## src/rtl/chess_clock_ctrl_if.sv

```systemverilog
// Button, set and status bundle between the chess clock core and its neighbours.
// The master drives buttons and set data; the slave (the core) drives time and status.
interface chess_clock_ctrl_if #(
    parameter int NUM_PLAYERS = 2,
    parameter int TIME_W      = 12
);
    localparam int PW = (NUM_PLAYERS > 1) ? $clog2(NUM_PLAYERS) : 1;

    logic                          tick;
    logic                          start_pause;
    logic                          move;
    logic                          set_mode;
    logic                          set_load;
    logic [PW-1:0]                 set_player;
    logic [TIME_W-1:0]             set_value;
    logic                          clear;
    logic [NUM_PLAYERS*TIME_W-1:0] time_flat;
    logic [PW-1:0]                 active_player;
    logic                          running;
    logic                          setting;
    logic                          flag;
    logic [PW-1:0]                 flag_player;

    modport master (
        output tick, start_pause, move, set_mode, set_load, set_player, set_value, clear,
        input  time_flat, active_player, running, setting, flag, flag_player
    );

    modport slave (
        input  tick, start_pause, move, set_mode, set_load, set_player, set_value, clear,
        output time_flat, active_player, running, setting, flag, flag_player
    );
endinterface

```

## src/rtl/chess_clock_ctrl.sv

```systemverilog
// Multi-player chess clock core: per-player countdown, move switching with
// Fischer increment, pause, time setting and flag-fall detection.
module chess_clock_ctrl #(
    parameter int NUM_PLAYERS  = 2,
    parameter int TIME_W       = 12,
    parameter int DEFAULT_TIME = 300,
    parameter int INCREMENT    = 0
) (
    input  logic               clk,
    input  logic               reset,
    chess_clock_ctrl_if.slave  bus
);
    localparam int PW = (NUM_PLAYERS > 1) ? $clog2(NUM_PLAYERS) : 1;
    localparam logic [TIME_W-1:0] DEF_T  = TIME_W'(DEFAULT_TIME);
    localparam logic [TIME_W-1:0] MAX_T  = {TIME_W{1'b1}};
    localparam logic [PW-1:0]     LAST_P = PW'(NUM_PLAYERS - 1);
    // An increment wider than the counter simply pins the sum at full scale.
    localparam logic [TIME_W:0]   INC_W  = (INCREMENT > (2 ** TIME_W) - 1) ?
                                           {1'b0, MAX_T} : (TIME_W + 1)'(INCREMENT);

    typedef enum logic [2:0] {
        ST_IDLE    = 3'd0,
        ST_SET     = 3'd1,
        ST_RUN     = 3'd2,
        ST_PAUSE   = 3'd3,
        ST_FLAGGED = 3'd4
    } state_t;

    state_t            r_state;
    logic [TIME_W-1:0] r_time [NUM_PLAYERS];
    logic [PW-1:0]     r_active;
    logic [PW-1:0]     r_flag_player;
    logic              r_running;
    logic              r_setting;
    logic              r_flag;
    logic              r_sp_d;
    logic              r_mv_d;
    logic              r_ld_d;

    logic              w_sp_edge;
    logic              w_mv_edge;
    logic              w_ld_edge;
    logic              w_set_ok;
    logic [TIME_W-1:0] w_cur_time;
    logic [TIME_W-1:0] w_dec_time;
    logic [TIME_W:0]   w_sum;
    logic [TIME_W-1:0] w_inc_time;
    logic [PW-1:0]     w_next_p;

    // Edge detects, countdown, saturating increment and next-player selection.
    always_comb begin
        w_sp_edge  = bus.start_pause & ~r_sp_d;
        w_mv_edge  = bus.move        & ~r_mv_d;
        w_ld_edge  = bus.set_load    & ~r_ld_d;
        w_set_ok   = (int'(bus.set_player) < NUM_PLAYERS);
        w_cur_time = r_time[r_active];
        if (bus.tick && (w_cur_time != '0)) begin
            w_dec_time = w_cur_time - TIME_W'(1);
        end else begin
            w_dec_time = w_cur_time;
        end
        w_sum = {1'b0, w_dec_time} + INC_W;
        if (w_sum[TIME_W]) begin
            w_inc_time = MAX_T;
        end else begin
            w_inc_time = w_sum[TIME_W-1:0];
        end
        if (r_active == LAST_P) begin
            w_next_p = '0;
        end else begin
            w_next_p = r_active + PW'(1);
        end
    end

    // One-stage history of the level buttons for rising-edge detection.
    always_ff @(posedge clk or posedge reset) begin
        if (reset) begin
            r_sp_d <= 1'b0;
            r_mv_d <= 1'b0;
            r_ld_d <= 1'b0;
        end else begin
            r_sp_d <= bus.start_pause;
            r_mv_d <= bus.move;
            r_ld_d <= bus.set_load;
        end
    end

    // Game state machine with its registered status outputs and time store.
    always_ff @(posedge clk or posedge reset) begin
        if (reset) begin
            r_state       <= ST_IDLE;
            r_active      <= '0;
            r_flag_player <= '0;
            r_running     <= 1'b0;
            r_setting     <= 1'b0;
            r_flag        <= 1'b0;
            for (int i = 0; i < NUM_PLAYERS; i++) begin
                r_time[i] <= DEF_T;
            end
        end else if (bus.clear) begin
            r_state   <= ST_IDLE;
            r_active  <= '0;
            r_running <= 1'b0;
            r_setting <= 1'b0;
            r_flag    <= 1'b0;
            for (int i = 0; i < NUM_PLAYERS; i++) begin
                r_time[i] <= DEF_T;
            end
        end else begin
            case (r_state)
                ST_IDLE: begin
                    if (bus.set_mode) begin
                        r_state   <= ST_SET;
                        r_setting <= 1'b1;
                    end else if (w_sp_edge) begin
                        r_state   <= ST_RUN;
                        r_running <= 1'b1;
                        r_active  <= '0;
                    end else begin
                        r_state   <= ST_IDLE;
                    end
                end
                ST_SET: begin
                    if (w_ld_edge && w_set_ok) begin
                        r_time[bus.set_player] <= bus.set_value;
                    end
                    if (!bus.set_mode) begin
                        r_state   <= ST_IDLE;
                        r_setting <= 1'b0;
                    end
                end
                ST_RUN: begin
                    r_time[r_active] <= w_dec_time;
                    // A flag in this cycle swallows any move or pause seen with it.
                    if (w_dec_time == '0) begin
                        r_state       <= ST_FLAGGED;
                        r_running     <= 1'b0;
                        r_flag        <= 1'b1;
                        r_flag_player <= r_active;
                    end else begin
                        if (w_mv_edge) begin
                            r_time[r_active] <= w_inc_time;
                            r_active         <= w_next_p;
                        end
                        if (w_sp_edge) begin
                            r_state   <= ST_PAUSE;
                            r_running <= 1'b0;
                        end
                    end
                end
                ST_PAUSE: begin
                    if (w_sp_edge) begin
                        r_state   <= ST_RUN;
                        r_running <= 1'b1;
                    end
                end
                ST_FLAGGED: begin
                    r_state <= ST_FLAGGED;
                end
                default: begin
                    r_state   <= ST_IDLE;
                    r_running <= 1'b0;
                    r_setting <= 1'b0;
                    r_flag    <= 1'b0;
                end
            endcase
        end
    end

    genvar g;
    generate
        for (g = 0; g < NUM_PLAYERS; g++) begin : g_pack
            assign bus.time_flat[g*TIME_W +: TIME_W] = r_time[g];
        end
    endgenerate

    assign bus.active_player = r_active;
    assign bus.running       = r_running;
    assign bus.setting       = r_setting;
    assign bus.flag          = r_flag;
    assign bus.flag_player   = r_flag_player;
endmodule

```

## src/flat_wrapper.sv

```systemverilog
// flat-port wrapper written by rule: the top's interface ports become plain ports
module chess_clock_ctrl_flat 
#(
    parameter int NUM_PLAYERS  = 2,
    parameter int TIME_W       = 12,
    parameter int DEFAULT_TIME = 300,
    parameter int INCREMENT    = 0
)
  (clk, reset, bus_tick, bus_start_pause, bus_move, bus_set_mode, bus_set_load, bus_set_player, bus_set_value, bus_clear, bus_time_flat, bus_active_player, bus_running, bus_setting, bus_flag, bus_flag_player);
  chess_clock_ctrl_if #(.NUM_PLAYERS(NUM_PLAYERS), .TIME_W(TIME_W)) bus_i ();
  input  logic clk;
  input  logic reset;
  input wire logic [$bits(bus_i.tick)-1:0] bus_tick;
  input wire logic [$bits(bus_i.start_pause)-1:0] bus_start_pause;
  input wire logic [$bits(bus_i.move)-1:0] bus_move;
  input wire logic [$bits(bus_i.set_mode)-1:0] bus_set_mode;
  input wire logic [$bits(bus_i.set_load)-1:0] bus_set_load;
  input wire logic [$bits(bus_i.set_player)-1:0] bus_set_player;
  input wire logic [$bits(bus_i.set_value)-1:0] bus_set_value;
  input wire logic [$bits(bus_i.clear)-1:0] bus_clear;
  output wire logic [$bits(bus_i.time_flat)-1:0] bus_time_flat;
  output wire logic [$bits(bus_i.active_player)-1:0] bus_active_player;
  output wire logic [$bits(bus_i.running)-1:0] bus_running;
  output wire logic [$bits(bus_i.setting)-1:0] bus_setting;
  output wire logic [$bits(bus_i.flag)-1:0] bus_flag;
  output wire logic [$bits(bus_i.flag_player)-1:0] bus_flag_player;
  assign bus_i.tick = bus_tick;
  assign bus_i.start_pause = bus_start_pause;
  assign bus_i.move = bus_move;
  assign bus_i.set_mode = bus_set_mode;
  assign bus_i.set_load = bus_set_load;
  assign bus_i.set_player = bus_set_player;
  assign bus_i.set_value = bus_set_value;
  assign bus_i.clear = bus_clear;
  assign bus_time_flat = bus_i.time_flat;
  assign bus_active_player = bus_i.active_player;
  assign bus_running = bus_i.running;
  assign bus_setting = bus_i.setting;
  assign bus_flag = bus_i.flag;
  assign bus_flag_player = bus_i.flag_player;
  chess_clock_ctrl #(.NUM_PLAYERS(NUM_PLAYERS), .TIME_W(TIME_W), .DEFAULT_TIME(DEFAULT_TIME), .INCREMENT(INCREMENT)) u_core (.clk(clk), .reset(reset), .bus(bus_i));
endmodule
```

## config.mk

```make
export PLATFORM = sky130hd
export DESIGN_NAME = chess_clock_ctrl_flat
export DESIGN_NICKNAME = d
export VERILOG_FILES = /design/src/rtl/chess_clock_ctrl_if.sv /design/src/rtl/chess_clock_ctrl.sv /design/src/flat_wrapper.sv
export SDC_FILE = /design/constraint.sdc
export NUM_CORES = 1
export LEC_CHECK = 0
export CAP_MARGIN = 10
export CORE_ASPECT_RATIO = 0.6
export CORE_MARGIN = 5
export CORE_UTILIZATION = 47
export CTS_CLUSTER_DIAMETER = 120
export DETAILED_ROUTE_END_ITERATION = 7
export GPL_TIMING_DRIVEN = 0
export PLACE_DENSITY = 0.77
export SLEW_MARGIN = 25
export SYNTH_ARGS = -nofsm -noshare
export SYNTH_HDL_FRONTEND = slang
export SYNTH_SLANG_ARGS = --single-unit
```

## constraint.sdc

```tcl
create_clock -name clk -period 3.5 [get_ports clk]
set_clock_uncertainty 0.1 [all_clocks]
set_input_delay 0.525 -clock clk [delete_from_list [all_inputs] [get_ports clk]]
set_output_delay 0.525 -clock clk [all_outputs]
set_load 0.05 [all_outputs]
```

After elaboration in Yosys (flattened, before gate mapping) --
Cells that the tools add are included. Widths: inputs -> output; s select.
Word-level totals: register bits after elaboration 35, bits in read-only memories 0, bits in latches 0, input port bits 21, RAM bits 0, memories kept 0, logic and storage cells 104
Cells by class: shifts and indexed selects 0, bitwise gates (word level) 9, add/subtract/negate cells 2, $mul 0, divide/modulo/power cells 0, reductions and logical operators 18, magnitude comparators 4, mux-type cells 43, eq/ne operators 17
Operators by type and width (number):
- $mux 24 | 4
- $bwmux 24 | 3
- $mux 12 | 6
- $pmux 24 s2 | 1
- $demux 12 s1 | 2
- $mux 3 | 6
- $mux 1 | 15
- $ne 3x2->1 const B | 5
- $pmux 3 s5 | 1
- $logic_not 12->1 | 1
- $ne 3x3->1 const B | 4
- $reduce_and 3->1 | 4
- $reduce_bool 12->1 | 1
- $sub 12x1->12 const B | 1
- $eq 3x2->1 const B | 2
- $ne 2x1->1 const B | 3
- $reduce_bool 3->1 | 2
- $reduce_and 5->1 | 1
- $ge 2x2->1 const B | 2
- $lt 2x1->1 const B | 2
- $ne 4x2->1 const B | 1
- $not 1->1 | 4
- $not 1->2 | 2
- $pmux 1 s2 | 2
- 13 further kinds | 18

Logic depth before layout (Yosys ltp) --
depth in word-level cells 13, mapped depth 13

Worst setup path after synthesis --
OpenSTA, ideal clock, no wires.
path kind register to register, from reg u_core.r_active (netlist: u_core.bus.active_player), to reg u_core.r_flag_player (netlist: u_core.bus.flag_player), slack -327 ps, buffers on the path 3, required time 3275 ps, period minus slack after synthesis 3827 ps, cell stages (with the launch flop) 13, arrival 3602 ps, cells stage by stage dfrtp_1 buf_6 buf_8 clkbuf_1 mux2i_1 ha_1 o21ai_0 o31ai_1 mux2i_1 nand4b_2 nor4_4 nand2_2 mux2_4
Between the ends: word-level cells in the longest chain between the ends 9
RTL lines:
- start: declaration | RTL line chess_clock_ctrl.sv:31 | logic [PW-1:0] r_active;
- start signal: assignment | RTL line chess_clock_ctrl.sv:143 | r_active <= w_next_p;
- parallel branches: the longest is 9 deep, another holds $sub 12x1->12
- end signal: assignment | RTL line chess_clock_ctrl.sv:139 | r_flag_player <= r_active;
- end: declaration | RTL line chess_clock_ctrl.sv:32 | logic [PW-1:0] r_flag_player;
Parallel ways; which one is timed is not known. The select of a mux whose other input is x is not followed. A chain may end at the register's enable or synchronous reset.

Final worst setup path --
Ends and elaborated chain as after synthesis.

==> results.yml <==
die:
  ioPinCount: 50
  die_area_um2: 6968
  die_w_um: 104.5
  core_area_um2: 5130
  row_count: 20
  die_h_um: 66.69
  start_util_pct: 49.07
logic_synthesis:
  yosys.cell_types.count: 64
  ys.flop_type: "dfrtp_1"
  ys_async_sr_fraction_pct: 100.0
  syn_nets: 296
  synth_cells: 274
  seq_area_frac_synth_pct: 35.19
  synth_warnings: 0
  synth-edff-count: 0
  synth_seq_cells: 35
  syn_area_um2: 2517
  avgSynthCellArea_um2: 9.188
cells_and_area:
  final_common_cell: "clkdlybuf4s50_1"
  layout-drive-gt1-share_pct: 17.12
  fin_nets: 354
  final_core_util_pct: 63.22
  syn_to_final_growth_pct: 28.83
  antenna_cells: 0
  fin_cells: 399
  most-common-layout-cells: "48 x clkdlybuf4s50_1, 26 x dfrtp_1, 22 x nor2_1, 22 x o21ai_0, 20 x nand2_1"
placement:
  dp_cells: 388
  io_buffers: 48
  dpl.hpwl_um: 6256
  globalplace.congestion: 0.9616
routing:
  drt-wirelength-per-cell_um: 21.41
  wirelength_um: 8542
  drtIter0Drc: 202
  drtPass1Iterations: 5
  viasPerCell: 6.358
  ant_nets: 0
  drc: 0
  vias: 2537
power_and_ir_drop:
  pwr-share-seq_pct: 38.7
  power_density_nw_per_um2: 397.3
  power.switching_mw: 0.4940
  peakVddDrop_mv: 0.2273
  internal_power_mw: 0.7946
  p_sw_share_pct: 38.34
  pwr-share-clk_pct: 26.1
  p_comb_share_pct: 35.2
  cellLeakagePower_nw: 1.164
timing:
  slew-limit-headroom_pct: 47.24
  hold_viol_final: 0
  min_period_ps: 3331
  setup-tns-final_ps: 0
  rsz0062_at_grt: "no"
  worst_pin_slew_ps: 788.5
  timing.fmax_mhz: 300.2
  holdWs_ps: 421.1
  drv_slew: 0
  min_period_over_period_pct: 95.18
  setup_violations: 0
global_routing:
  gr-total-overflow: 0
  grt_pass1_vias: 2356
  grt_pass1_wl_um: 13340
  grt_max_degree: 36
  grtUsageTotal_pct: 24.80
  antenna_found_initial: 0
cts:
  htreeDepth: 2
  cts_tree: "done"
  clock_latency_ps: 290
  cts.reportedPaths.clkPinSlew_ps: 80
  ctsLongestPathBuffers: 2
  cts.sinks: 35
  hold_buffers: 0
  cts_root_buf: "clkbuf_8"
  numCtsBuffers: 5
run_status:
  status: "complete, no violations"
flow_run:
  drv_cap: 0
critical_path:
  required_ps: 3580
  critPathKind: "flop to flop"
  worst-path-max-fanout: 19
  cp-start-kind: "flop"
  critPathCaptureType: "flop"
  cp.arrival_ps: 3410
min_path:
  hold_path.class: "flop to flop"
layer usage:
metal	GRT usage [%]	vias to the layer above	wire length (µm)
met1	38.66	1212	4135
li1	-	1155	-
met2	32.89	157	3347
met3	5.905	13	935
met5	0	-	0
met4	7.270	0	124
critical path: stages (launching register included):
cell and delay (ps):
dfrtp_2 370, buf_6 170, buf_12 180, mux2i_2 260, ha_2 250, nand2_1 110
xnor2_1 150, o211ai_1 160, a2111oi_4 400, nand4b_2 180, nor4_4 260, buf_4 210
nand2_2 70, mux2_4 320
repair_timing:
| item | in CTS | in global routing |
|---|---|---|
| gates resized for setup | 1 | 4 |
| pin swaps | 2 | 1 |
| buffers inserted | 3 | 1 |
| endpoints found under the setup margin | 7 | 5 |
layout make-up:
| class | count | area (µm²) |
|---|---|---|
| Inverter | 7 | 26.28 |
| Fill cell | 455 | 1887 |
| Buffer | 17 | 96.34 |
| Clock buffer | 8 | 100.1 |
| Tap cell | 66 | 82.58 |
| Sequential cell | 35 | 887.1 |
| Multi-Input combinational cell | 214 | 1540 |
| Timing Repair Buffer | 52 | 510.5 |
state kept, by name, indices dropped and copies added (netlist names):
name	flops
u_core.bus.running	1
u_core.bus.time_flat	24
u_core.r_mv_d	1
u_core.r_ld_d	1
u_core.r_state	3
u_core.bus.active_player	1
u_core.bus.flag_player	1
u_core.bus.setting	1
u_core.r_sp_d	1
u_core.bus.flag	1
power groups by stage:
stage	sequential [mW]	clock (mW)	combinational, mW
6_report	0.498	0.336	0.454
5_1_grt	0.504	0.363	0.482
4_1_cts	0.496	0.336	0.446
2_1_floorplan	0.600	0	0.192
3_5_place_dp	0.503	0	0.441
3_3_place_gp	0.501	0	0.438
synth_stat cells, types with 3 or more instances:
cell type / number / area [µm²]
clkbuf_1: 14 / 52.55
nor4_1: 5 / 31.28
mux2i_1: 14 / 140.1
a21oi_1: 18 / 90.09
nand2b_1: 3 / 18.77
nor2_1: 22 / 82.58
dfstp_2: 8 / 210.2
o21ai_0: 22 / 110.1
nor3b_1: 3 / 22.52
nor3_1: 9 / 45.04
inv_1: 7 / 26.28
nand3_1: 3 / 15.01
nand2_1: 20 / 75.07
a31oi_1: 9 / 56.30
xnor2_1: 7 / 61.31
o211ai_1: 3 / 22.52
nor2b_1: 3 / 18.77
dfrtp_1: 27 / 675.7
a22oi_1: 8 / 60.06
a32oi_1: 4 / 35.03
o22a_1: 9 / 78.83
or2_2: 5 / 31.28
logic make-up (layout without fill, tap and decap cells):
kind of cell / count (synthesis) / after routing / share of synthesized area (%)
adders and majority gates: 1 / 1 / 0.4969
DFF: 35 / 35 / 35.19
AOI/OAI and AO/OA: 97 / 97 / 27.68
buffers and inverters: 25 / 84 / 4.821
muxes: 17 / 17 / 7.306
and+or+nand+nor: 91 / 91 / 21.72
xor gates and xnor gates: 8 / 8 / 2.783
final timing paths:
check	startpoint	end	slack [ps]	depth (start not counted)
worst max-delay path	u_core.bus.active_player	u_core.bus.flag_player	170	13
worst min-delay path	u_core.bus.flag_player	u_core.bus.flag_player	420	1
worst max register to register	u_core.bus.active_player	u_core.bus.flag_player	170	13
worst min register to register	u_core.bus.flag_player	u_core.bus.flag_player	420	1
max in group asynchronous	reset	u_core.bus.active_player	2210	2
min in group asynchronous	reset	u_core.bus.time_flat[22]	580	2
through the flow:
step	total power, mW	setup WS [ps]	cell area, µm²
floorplan	0.7923	78.41	2525
global placement	0.9390	-414.5	3088
detailed placement	0.9449	-426.5	3088
CTS	1.278	94.70	3214
global route	1.349	25.04	3243
finish	1.289	168.6	3243
Note: power is estimated with default switching activity, not from simulation.
